<file path="config.mk">
export PLATFORM = sky130hd
export DESIGN_NAME = i2s_tx
export DESIGN_NICKNAME = d
export VERILOG_FILES = /design/src/rtl/audio_pkg.sv /design/src/rtl/i2s_tx_bclk_gen.sv /design/src/rtl/i2s_tx.sv
export SDC_FILE = /design/constraint.sdc
export NUM_CORES = 1
export LEC_CHECK = 0
export BUFFER_PORTS_ARGS = -buffer_cell sky130_fd_sc_hd__buf_4
export CORE_UTILIZATION = 55
export DETAILED_ROUTE_END_ITERATION = 8
export PLACE_DENSITY_LB_ADDON = 0.08
export SETUP_SLACK_MARGIN = 0.05
export SKIP_LAST_GASP = 1
export SYNTH_ARGS = -nofsm -noshare
export SYNTH_HDL_FRONTEND = slang
export SYNTH_SLANG_ARGS = --single-unit
</file>
<file path="constraint.sdc">
create_clock -name clk -period 2.3 [get_ports clk]
set_input_delay 0 -clock clk [delete_from_list [all_inputs] [get_ports clk]]
set_output_delay 0 -clock clk [all_outputs]
set_load 0.005 [all_outputs]
</file>
<file path="src/rtl/audio_pkg.sv">
// ---------------------------------------------------------------------------
// audio_pkg
// Shared constants, types and helpers for the audio serial transmit path.
//
// Contents:
//   FRAME_BITS / SLOT_BITS / DATA_BITS : I2S frame geometry (64 / 32 / 16)
//   CNT_W / SLOT_W / DATA_W            : bit widths derived from the geometry
//   frame_src_e                        : where the frame register is loaded from
//   slot_bit()                         : picks the serial bit for a slot index
// ---------------------------------------------------------------------------
package audio_pkg;

  localparam int FRAME_BITS = 64;
  localparam int SLOT_BITS  = 32;
  localparam int DATA_BITS  = 16;

  localparam int CNT_W  = $clog2(FRAME_BITS);
  localparam int SLOT_W = $clog2(SLOT_BITS);
  localparam int DATA_W = $clog2(DATA_BITS);

  // Source selected for the frame register at the start of every frame.
  typedef enum logic [1:0] {
    SRC_HOLD   = 2'd0,
    SRC_BYPASS = 2'd1,
    SRC_ZERO   = 2'd2
  } frame_src_e;

  // Returns the bit to put on sdata for slot index k (0..63) of a frame
  // whose left word sits in [31:16] and right word in [15:0]. The top bit
  // of k selects the channel, the low bits pick the position within the
  // 32-bit slot. Positions past the 16 data bits are zero padding.
  // The word bit to send at position p is 15-p, which is just ~p in 4 bits,
  // so the frame index is {channel_is_left, ~p[3:0]}.
  function automatic logic slot_bit(input logic [2*DATA_BITS-1:0] frame,
                                    input logic [CNT_W-1:0]       k);
    logic [SLOT_W-1:0] p;
    logic [DATA_W:0]   idx;
    logic              bit_out;
    p   = k[SLOT_W-1:0];
    idx = {~k[CNT_W-1], ~p[DATA_W-1:0]};
    if (p < SLOT_W'(DATA_BITS)) begin
      bit_out = frame[idx];
    end else begin
      bit_out = 1'b0;
    end
    return bit_out;
  endfunction

endpackage

</file>
<file path="src/rtl/i2s_tx_bclk_gen.sv">
// ---------------------------------------------------------------------------
// bclk_gen
// Bit-clock divider for the I2S transmitter. A counter runs 0..CLK_DIV-1
// and bclk toggles at terminal count, so one bclk half-period lasts CLK_DIV
// clk cycles. The strobes are high on the clk cycle whose rising edge
// makes bclk fall / rise, letting the parent update its serial outputs on
// exactly that edge.
//
// Parameters:
//   CLK_DIV          clk cycles per bclk half-period (legal 2..1024)
// Ports:
//   clk              bus clock
//   rst              synchronous, active-high reset (bclk low, counter 0)
//   bclk             I2S bit clock
//   bclk_fall_strobe high on the cycle whose edge drives bclk 1 -> 0
//   bclk_rise_strobe high on the cycle whose edge drives bclk 0 -> 1
// ---------------------------------------------------------------------------
module bclk_gen #(
  parameter int CLK_DIV = 16
) (
  input  logic clk,
  input  logic rst,
  output logic bclk,
  output logic bclk_fall_strobe,
  output logic bclk_rise_strobe
);

  localparam int DIV_W = $clog2(CLK_DIV);

  logic [DIV_W-1:0] div_cnt;
  logic             terminal;

  assign terminal = (div_cnt == DIV_W'(CLK_DIV - 1));

  // Free-running divider. The counter wraps at terminal count and bclk
  // flips on the same edge, so after reset the first rise comes CLK_DIV
  // cycles later and the first fall 2*CLK_DIV cycles later.
  always_ff @(posedge clk) begin
    if (rst) begin
      div_cnt <= '0;
      bclk    <= 1'b0;
    end else if (terminal) begin
      div_cnt <= '0;
      bclk    <= ~bclk;
    end else begin
      div_cnt <= div_cnt + DIV_W'(1);
    end
  end

  // Strobes are gated by rst so nothing downstream advances while the
  // block is held in reset.
  assign bclk_fall_strobe = terminal &  bclk & ~rst;
  assign bclk_rise_strobe = terminal & ~bclk & ~rst;

endmodule

</file>
<file path="src/rtl/i2s_tx.sv">
// ---------------------------------------------------------------------------
// i2s_tx
// I2S transmitter: takes one 32-bit stereo sample per frame (left in
// [31:16], right in [15:0], signed 16-bit each) and serialises it MSB first
// with the standard one-bit delay after each lrclk transition. Each 32-bit
// slot carries 16 data bits followed by 16 zero padding bits.
//
// A one-entry holding register decouples the upstream producer from the
// frame timing. At every frame start the frame register is loaded from the
// holding register, or straight from sample_i if a sample arrives on that
// very cycle, or with zero (flagged as an underrun) if nothing is there.
//
// Optional feature (macro I2S_TX_UNDERRUN_CNT_EN): adds a 16-bit saturating
// underrun counter output, underrun_cnt. Without the macro the port and the
// counter do not exist; the underrun pulse is always present.
//
// Parameters:
//   CLK_DIV      clk cycles per bclk half-period (legal 2..1024)
// Ports:
//   clk          100 MHz bus clock
//   rst          synchronous, active-high reset
//   en           sample_i valid this cycle
//   ready        holding register empty, a sample can be accepted
//   sample_i     stereo sample, [31:16] left, [15:0] right
//   bclk         I2S bit clock
//   lrclk        word select, 0 = left, 1 = right
//   sdata        serial data, MSB first
//   frame_start  one-clk pulse when a frame is loaded
//   underrun     one-clk pulse when a frame loads with no sample available
//   underrun_cnt saturating underrun count (only with I2S_TX_UNDERRUN_CNT_EN)
// ---------------------------------------------------------------------------
module i2s_tx
  import audio_pkg::*;
#(
  parameter int CLK_DIV = 16
) (
  input  logic                   clk,
  input  logic                   rst,
  input  logic                   en,
  output logic                   ready,
  input  logic [2*DATA_BITS-1:0] sample_i,
  output logic                   bclk,
  output logic                   lrclk,
  output logic                   sdata,
  output logic                   frame_start,
  output logic                   underrun
`ifdef I2S_TX_UNDERRUN_CNT_EN
  ,
  output logic [15:0]            underrun_cnt
`endif
);

  logic                   bclk_fall;
  logic                   bclk_rise;

  logic [CNT_W-1:0]       bit_cnt;
  logic [CNT_W-1:0]       bit_cnt_next;
  logic [2*DATA_BITS-1:0] hold_reg;
  logic                   hold_full;
  logic [2*DATA_BITS-1:0] frame_reg;

  logic                   frame_load;
  frame_src_e             frame_src;
  logic [2*DATA_BITS-1:0] frame_data_next;
  logic                   accept;
  logic                   hold_full_next;

  bclk_gen #(
    .CLK_DIV (CLK_DIV)
  ) u_bclk_gen (
    .clk              (clk),
    .rst              (rst),
    .bclk             (bclk),
    .bclk_fall_strobe (bclk_fall),
    .bclk_rise_strobe (bclk_rise)
  );

  // The rise strobe is part of the divider's interface but every serial
  // output here changes on the falling edge only.
  logic unused_rise;
  assign unused_rise = bclk_rise;

  // The frame bit counter holds the index of the last falling edge. It
  // resets to the last index so that the first falling edge after reset
  // is edge 0 and loads a new frame.
  assign bit_cnt_next = bit_cnt + CNT_W'(1);
  assign frame_load   = bclk_fall && (bit_cnt == CNT_W'(FRAME_BITS - 1));

  // Decide where the next frame comes from and how the holding register
  // changes this cycle. A sample offered on the load cycle while the
  // holding register is empty goes straight into the frame register and
  // is not also captured, otherwise it would be sent twice.
  always_comb begin
    frame_src       = SRC_ZERO;
    frame_data_next = '0;
    accept          = 1'b0;
    hold_full_next  = hold_full;

    if (hold_full) begin
      frame_src       = SRC_HOLD;
      frame_data_next = hold_reg;
    end else if (en) begin
      frame_src       = SRC_BYPASS;
      frame_data_next = sample_i;
    end

    accept = en && ready && !(frame_load && (frame_src == SRC_BYPASS));

    if (frame_load && hold_full) begin
      hold_full_next = 1'b0;
    end
    if (accept) begin
      hold_full_next = 1'b1;
    end
  end

  // Holding register and its registered ready flag. ready mirrors the
  // next-state emptiness so it drops right after an accept and rises right
  // after a frame load drains the register. It stays low during reset.
  always_ff @(posedge clk) begin
    if (rst) begin
      hold_reg  <= '0;
      hold_full <= 1'b0;
      ready     <= 1'b0;
    end else begin
      hold_full <= hold_full_next;
      ready     <= ~hold_full_next;
      if (accept) begin
        hold_reg <= sample_i;
      end
    end
  end

  // Frame timing and serialiser. On falling edge n the new counter value
  // is n, lrclk follows its top bit, and sdata carries slot bit n-1 which
  // is the old counter value. That gives the one-bit I2S delay for free:
  // edge 0 sends the last padding bit of the previous right slot while the
  // new frame is being loaded, and edge 1 sends the new left MSB.
  always_ff @(posedge clk) begin
    if (rst) begin
      bit_cnt     <= CNT_W'(FRAME_BITS - 1);
      frame_reg   <= '0;
      lrclk       <= 1'b0;
      sdata       <= 1'b0;
      frame_start <= 1'b0;
      underrun    <= 1'b0;
    end else begin
      frame_start <= frame_load;
      underrun    <= frame_load && (frame_src == SRC_ZERO);
      if (bclk_fall) begin
        bit_cnt <= bit_cnt_next;
        lrclk   <= bit_cnt_next[CNT_W-1];
        sdata   <= slot_bit(frame_reg, bit_cnt);
      end
      if (frame_load) begin
        frame_reg <= frame_data_next;
      end
    end
  end

`ifdef I2S_TX_UNDERRUN_CNT_EN
  // Saturating underrun counter; it sticks at all-ones rather than
  // wrapping so a long-running fault never reads back as a small number.
  always_ff @(posedge clk) begin
    if (rst) begin
      underrun_cnt <= '0;
    end else if (frame_load && (frame_src == SRC_ZERO) &&
                 (underrun_cnt != 16'hFFFF)) begin
      underrun_cnt <= underrun_cnt + 16'd1;
    end
  end
`endif

endmodule

</file>
==> impl_metrics.json <==
{
  "status": "completed",
  "cts_inserted_buffers": 9,
  "internal_power_mw": 2.18,
  "crit_path_end": "hold_reg[6]",
  "die-area_um2": 6840,
  "power.ir.vdd_worst_v": 0.000407,
  "clockBufferDepth": 2,
  "die-width_um": 82.7,
  "worst_setup_path_type": "reg2reg",
  "synth_cell_type_count": 42,
  "sw_frac_of_total_pct": 23.5,
  "routedLengthMet1_mm": 3.96,
  "highest-signal-layer": "met4",
  "synth_top_area_share_pct": 45.3,
  "globalplace.congestion": 0.766,
  "cp_data_arrival_time_ns": 2.34,
  "final.period_utilization_pct": 89.2,
  "grt_max_degree": 53,
  "finalWorstSetupSlack_ns": 0.249,
  "most_instantiated_cells_after_synthesis": "sky130_fd_sc_hd__dfxtp_1, sky130_fd_sc_hd__a21oi_1, sky130_fd_sc_hd__nand2_1",
  "drt_first_pass_iters": 4,
  "r2r_endpoint": "hold_reg[6]",
  "synthMostInstantiatedCell": "sky130_fd_sc_hd__dfxtp_1",
  "max_freq_mhz": 488,
  "critical_path.endpoint_type": "flip-flop",
  "avgViaCountPerCell": 5.55,
  "worstPathMaxFanout": 18,
  "synth_area_leader_cell": "sky130_fd_sc_hd__dfxtp_1",
  "setup.reg_to_reg.worst_slack_ns": 0.25,
  "antenna_left": 0,
  "combPwrFrac_pct": 9.9,
  "post_cts.resized_instances": 0,
  "routedWlPerCell_um": 14.0,
  "synthesis.yosys.warnings": 0,
  "worst_skew_pair.late_latency_ns": 0.35,
  "crit_chain": "ha_1, nand4_2, inv_2, a21o_2, buf_4, nand2_1, a21oi_1",
  "detail_route.wirelength_mm": 7.79,
  "multi_input_comb_area_um2": 1740,
  "max_cap_violations": 0,
  "worstHoldPathType": "in2reg",
  "reg2reg_depth": 7,
  "syn_avg_cell_area_um2": 8.57,
  "finalSetupViolCount": 0,
  "design.core.area_um2": 6310,
  "seqPwrFrac_pct": 51.1,
  "post_synth_inst_count": 418,
  "static-leakage-power_nw": 1.73,
  "number_of_global_route_vias_before_repair": 2741,
  "routed-wl-met3_um": 292,
  "overflow": 0,
  "floorplan.initialDensity_pct": 56.7,
  "placementRows": 29,
  "post-place-ws_ns": 0.263,
  "finalHoldViolCount": 0,
  "crit_slowest_cell": "sky130_fd_sc_hd__dfxtp_1",
  "yosys_most_used_dff": "sky130_fd_sc_hd__dfxtp_1",
  "antenna_cells_inserted": 0,
  "synthesis.nets": 455,
  "final.setup_skew_ns": 0.00933,
  "hpwlAfterDp_mm": 4.66,
  "path_clk_slew_ns": 0.09,
  "post_route_cells_drive_above_1_share_pct": 17.5,
  "synth_enable_flop_cells": 0,
  "maxSlewViolCount": 0,
  "period_needed_ns": 2.05,
  "tns_ns": 0,
  "crit-reg2reg-launch": "bit_cnt[1]",
  "synth.yosys.seq_area_share_pct": 45.3,
  "nNetsFinal": 512,
  "routed-via-count": 3092,
  "p_switching_uw": 668,
  "detailroute.wirelength.met2_mm": 3.39,
  "area_delta_synth_final_pct": 23.3,
  "worstSetupStartpointType": "flip-flop",
  "clock_power_share_pct": 39.0,
  "io_buffer_count": 40,
  "crit_start": "bit_cnt[1]",
  "die_height_um": 82.7,
  "synthArstFlopShare_pct": 0,
  "rsz0062_at_grt": "false",
  "final.fill_count": 526,
  "cts_root_buf": "sky130_fd_sc_hd__clkbuf_8",
  "ctsHtreeMaxLevel": 3,
  "synth.top_cells.by_area": "sky130_fd_sc_hd__dfxtp_1, sky130_fd_sc_hd__a21oi_1, sky130_fd_sc_hd__a211oi_1, sky130_fd_sc_hd__nand2_1, sky130_fd_sc_hd__and3_1",
  "worst_ep_required_time_ns": 2.59,
  "register_area_um2": 1620,
  "slowest_delay_ns": 0.61,
  "globalRouteTotalUtil_pct": 24.9,
  "remaining_drc_errors": 0,
  "dr.first_iter.drc_count": 201,
  "timing_worst_slew_pin_value_ns": 0.587,
  "number_of_clock_sinks_seen_by_cts": 81,
  "power.density_nw_per_um2": 644,
  "synth_seq_cells": 81,
  "io_pins": 41,
  "grt_antenna_before_repair": 0,
  "syn_area_um2": 3580,
  "tritoncts": "yes",
  "wire_length_of_the_first_global_routing_pass_mm": 12.7,
  "maxSlewHeadroom_pct": 60.8
}
-- power groups by stage --
stage	sequential (mW)	clock (mW)	combinational (mW)
2_1_floorplan	1.48	0	0.148
3_3_place_gp	1.49	0	0.234
3_5_place_dp	1.49	0	0.237
4_1_cts	1.45	1.14	0.279
5_1_grt	1.46	1.18	0.312
6_report	1.45	1.11	0.282
-- worst min path at each step --
stage                            end  depth (start not counted)          from
6_report             u_bclk_gen.bclk                          2           rst
3_3_place_gp             hold_reg[2]                          3   sample_i[2]
3_5_place_dp            hold_reg[14]                          3  sample_i[14]
2_1_floorplan            hold_reg[0]                          2   sample_i[0]
5_1_grt        u_bclk_gen.div_cnt[2]                          2           rst
4_1_cts        u_bclk_gen.div_cnt[2]                          2           rst
-- kinds of logic (layout without fill, tap and decap cells) --
kind of cell,count (synthesis),count (layout),share of synthesized area [%]
XOR/XNOR,7,7,1.71
flip-flops,81,81,45.3
AND/OR/NAND/NOR,162,162,21.7
buffers and inverters,43,105,6.11
adder cells (fa/ha/maj),2,2,0.698
multiplexers,11,11,5.69
AO/OA/AOI/OAI,112,112,18.9
-- per-layer routing --
layer,vias up,GRT usage (%)
met5,-,0
met4,0,11.7
met3,12,4.40
met2,63,36.8
met1,1432,34.9
li1,1585,-
-- critical path, delay by kind of cell (launching register included) --
family | cells | cell delay [ns]
buffers and inverters | 2 | 0.49
and+or+nand+nor | 2 | 0.24
AOI/OAI and AO/OA | 2 | 0.32
DFF | 1 | 0.61
adders and majority gates | 1 | 0.32
-- metrics by stage --
stage          hold slack [ns]  instances  cell area [um2]  utilization (%)  total power, mW
2_1_floorplan            0.136        418             3580                -             1.63
3_3_place_gp             0.253        509             3880             61.5             1.72
3_5_place_dp             0.263        509             3880             61.5             1.72
4_1_cts                0.00700        557             4420             69.9             2.87
5_1_grt                 0.0334        557             4420             69.9             2.95
6_report                0.0149        557             4420             69.9             2.85
-- what timing repair did --
action | 4_1_cts | 5_1_grt
hold endpoints to repair | 32 | 0
hold buffers | 32 | 0
buffers inserted | 0 | 0
-- layout by cell type (no fill, tap or decap), drive strengths merged, types with 2 or more instances in the layout --
| cell type | count |
|---|---|
| mux4 | 7 |
| nand4 | 3 |
| nand2 | 67 |
| xnor2 | 5 |
| dlygate4sd3 | 32 |
| ha | 2 |
| clkinv | 3 |
| buf | 53 |
| a21oi | 70 |
| inv | 4 |
| dfxtp | 81 |
| nor3b | 3 |
| and3 | 36 |
| bufinv | 2 |
| xor2 | 2 |
| nor3 | 3 |
| a211oi | 35 |
| nand3 | 2 |
| nor2 | 37 |
| mux2i | 2 |
| nand2b | 4 |
| clkbuf | 10 |
| mux2 | 2 |
| nor2b | 4 |
-- area by class of cell --
| type | count | share of cell area [%] |
|---|---|---|
| clock buffer | 10 | 2.89 |
| clock inverter | 6 | 1.87 |
| inverter | 4 | 0.340 |
| multi-input combinational | 294 | 39.4 |
| sequential | 81 | 36.7 |
| tap | 77 | 2.18 |
| timing repair buffer | 85 | 16.5 |
Note: power is estimated with default switching activity, not from simulation.
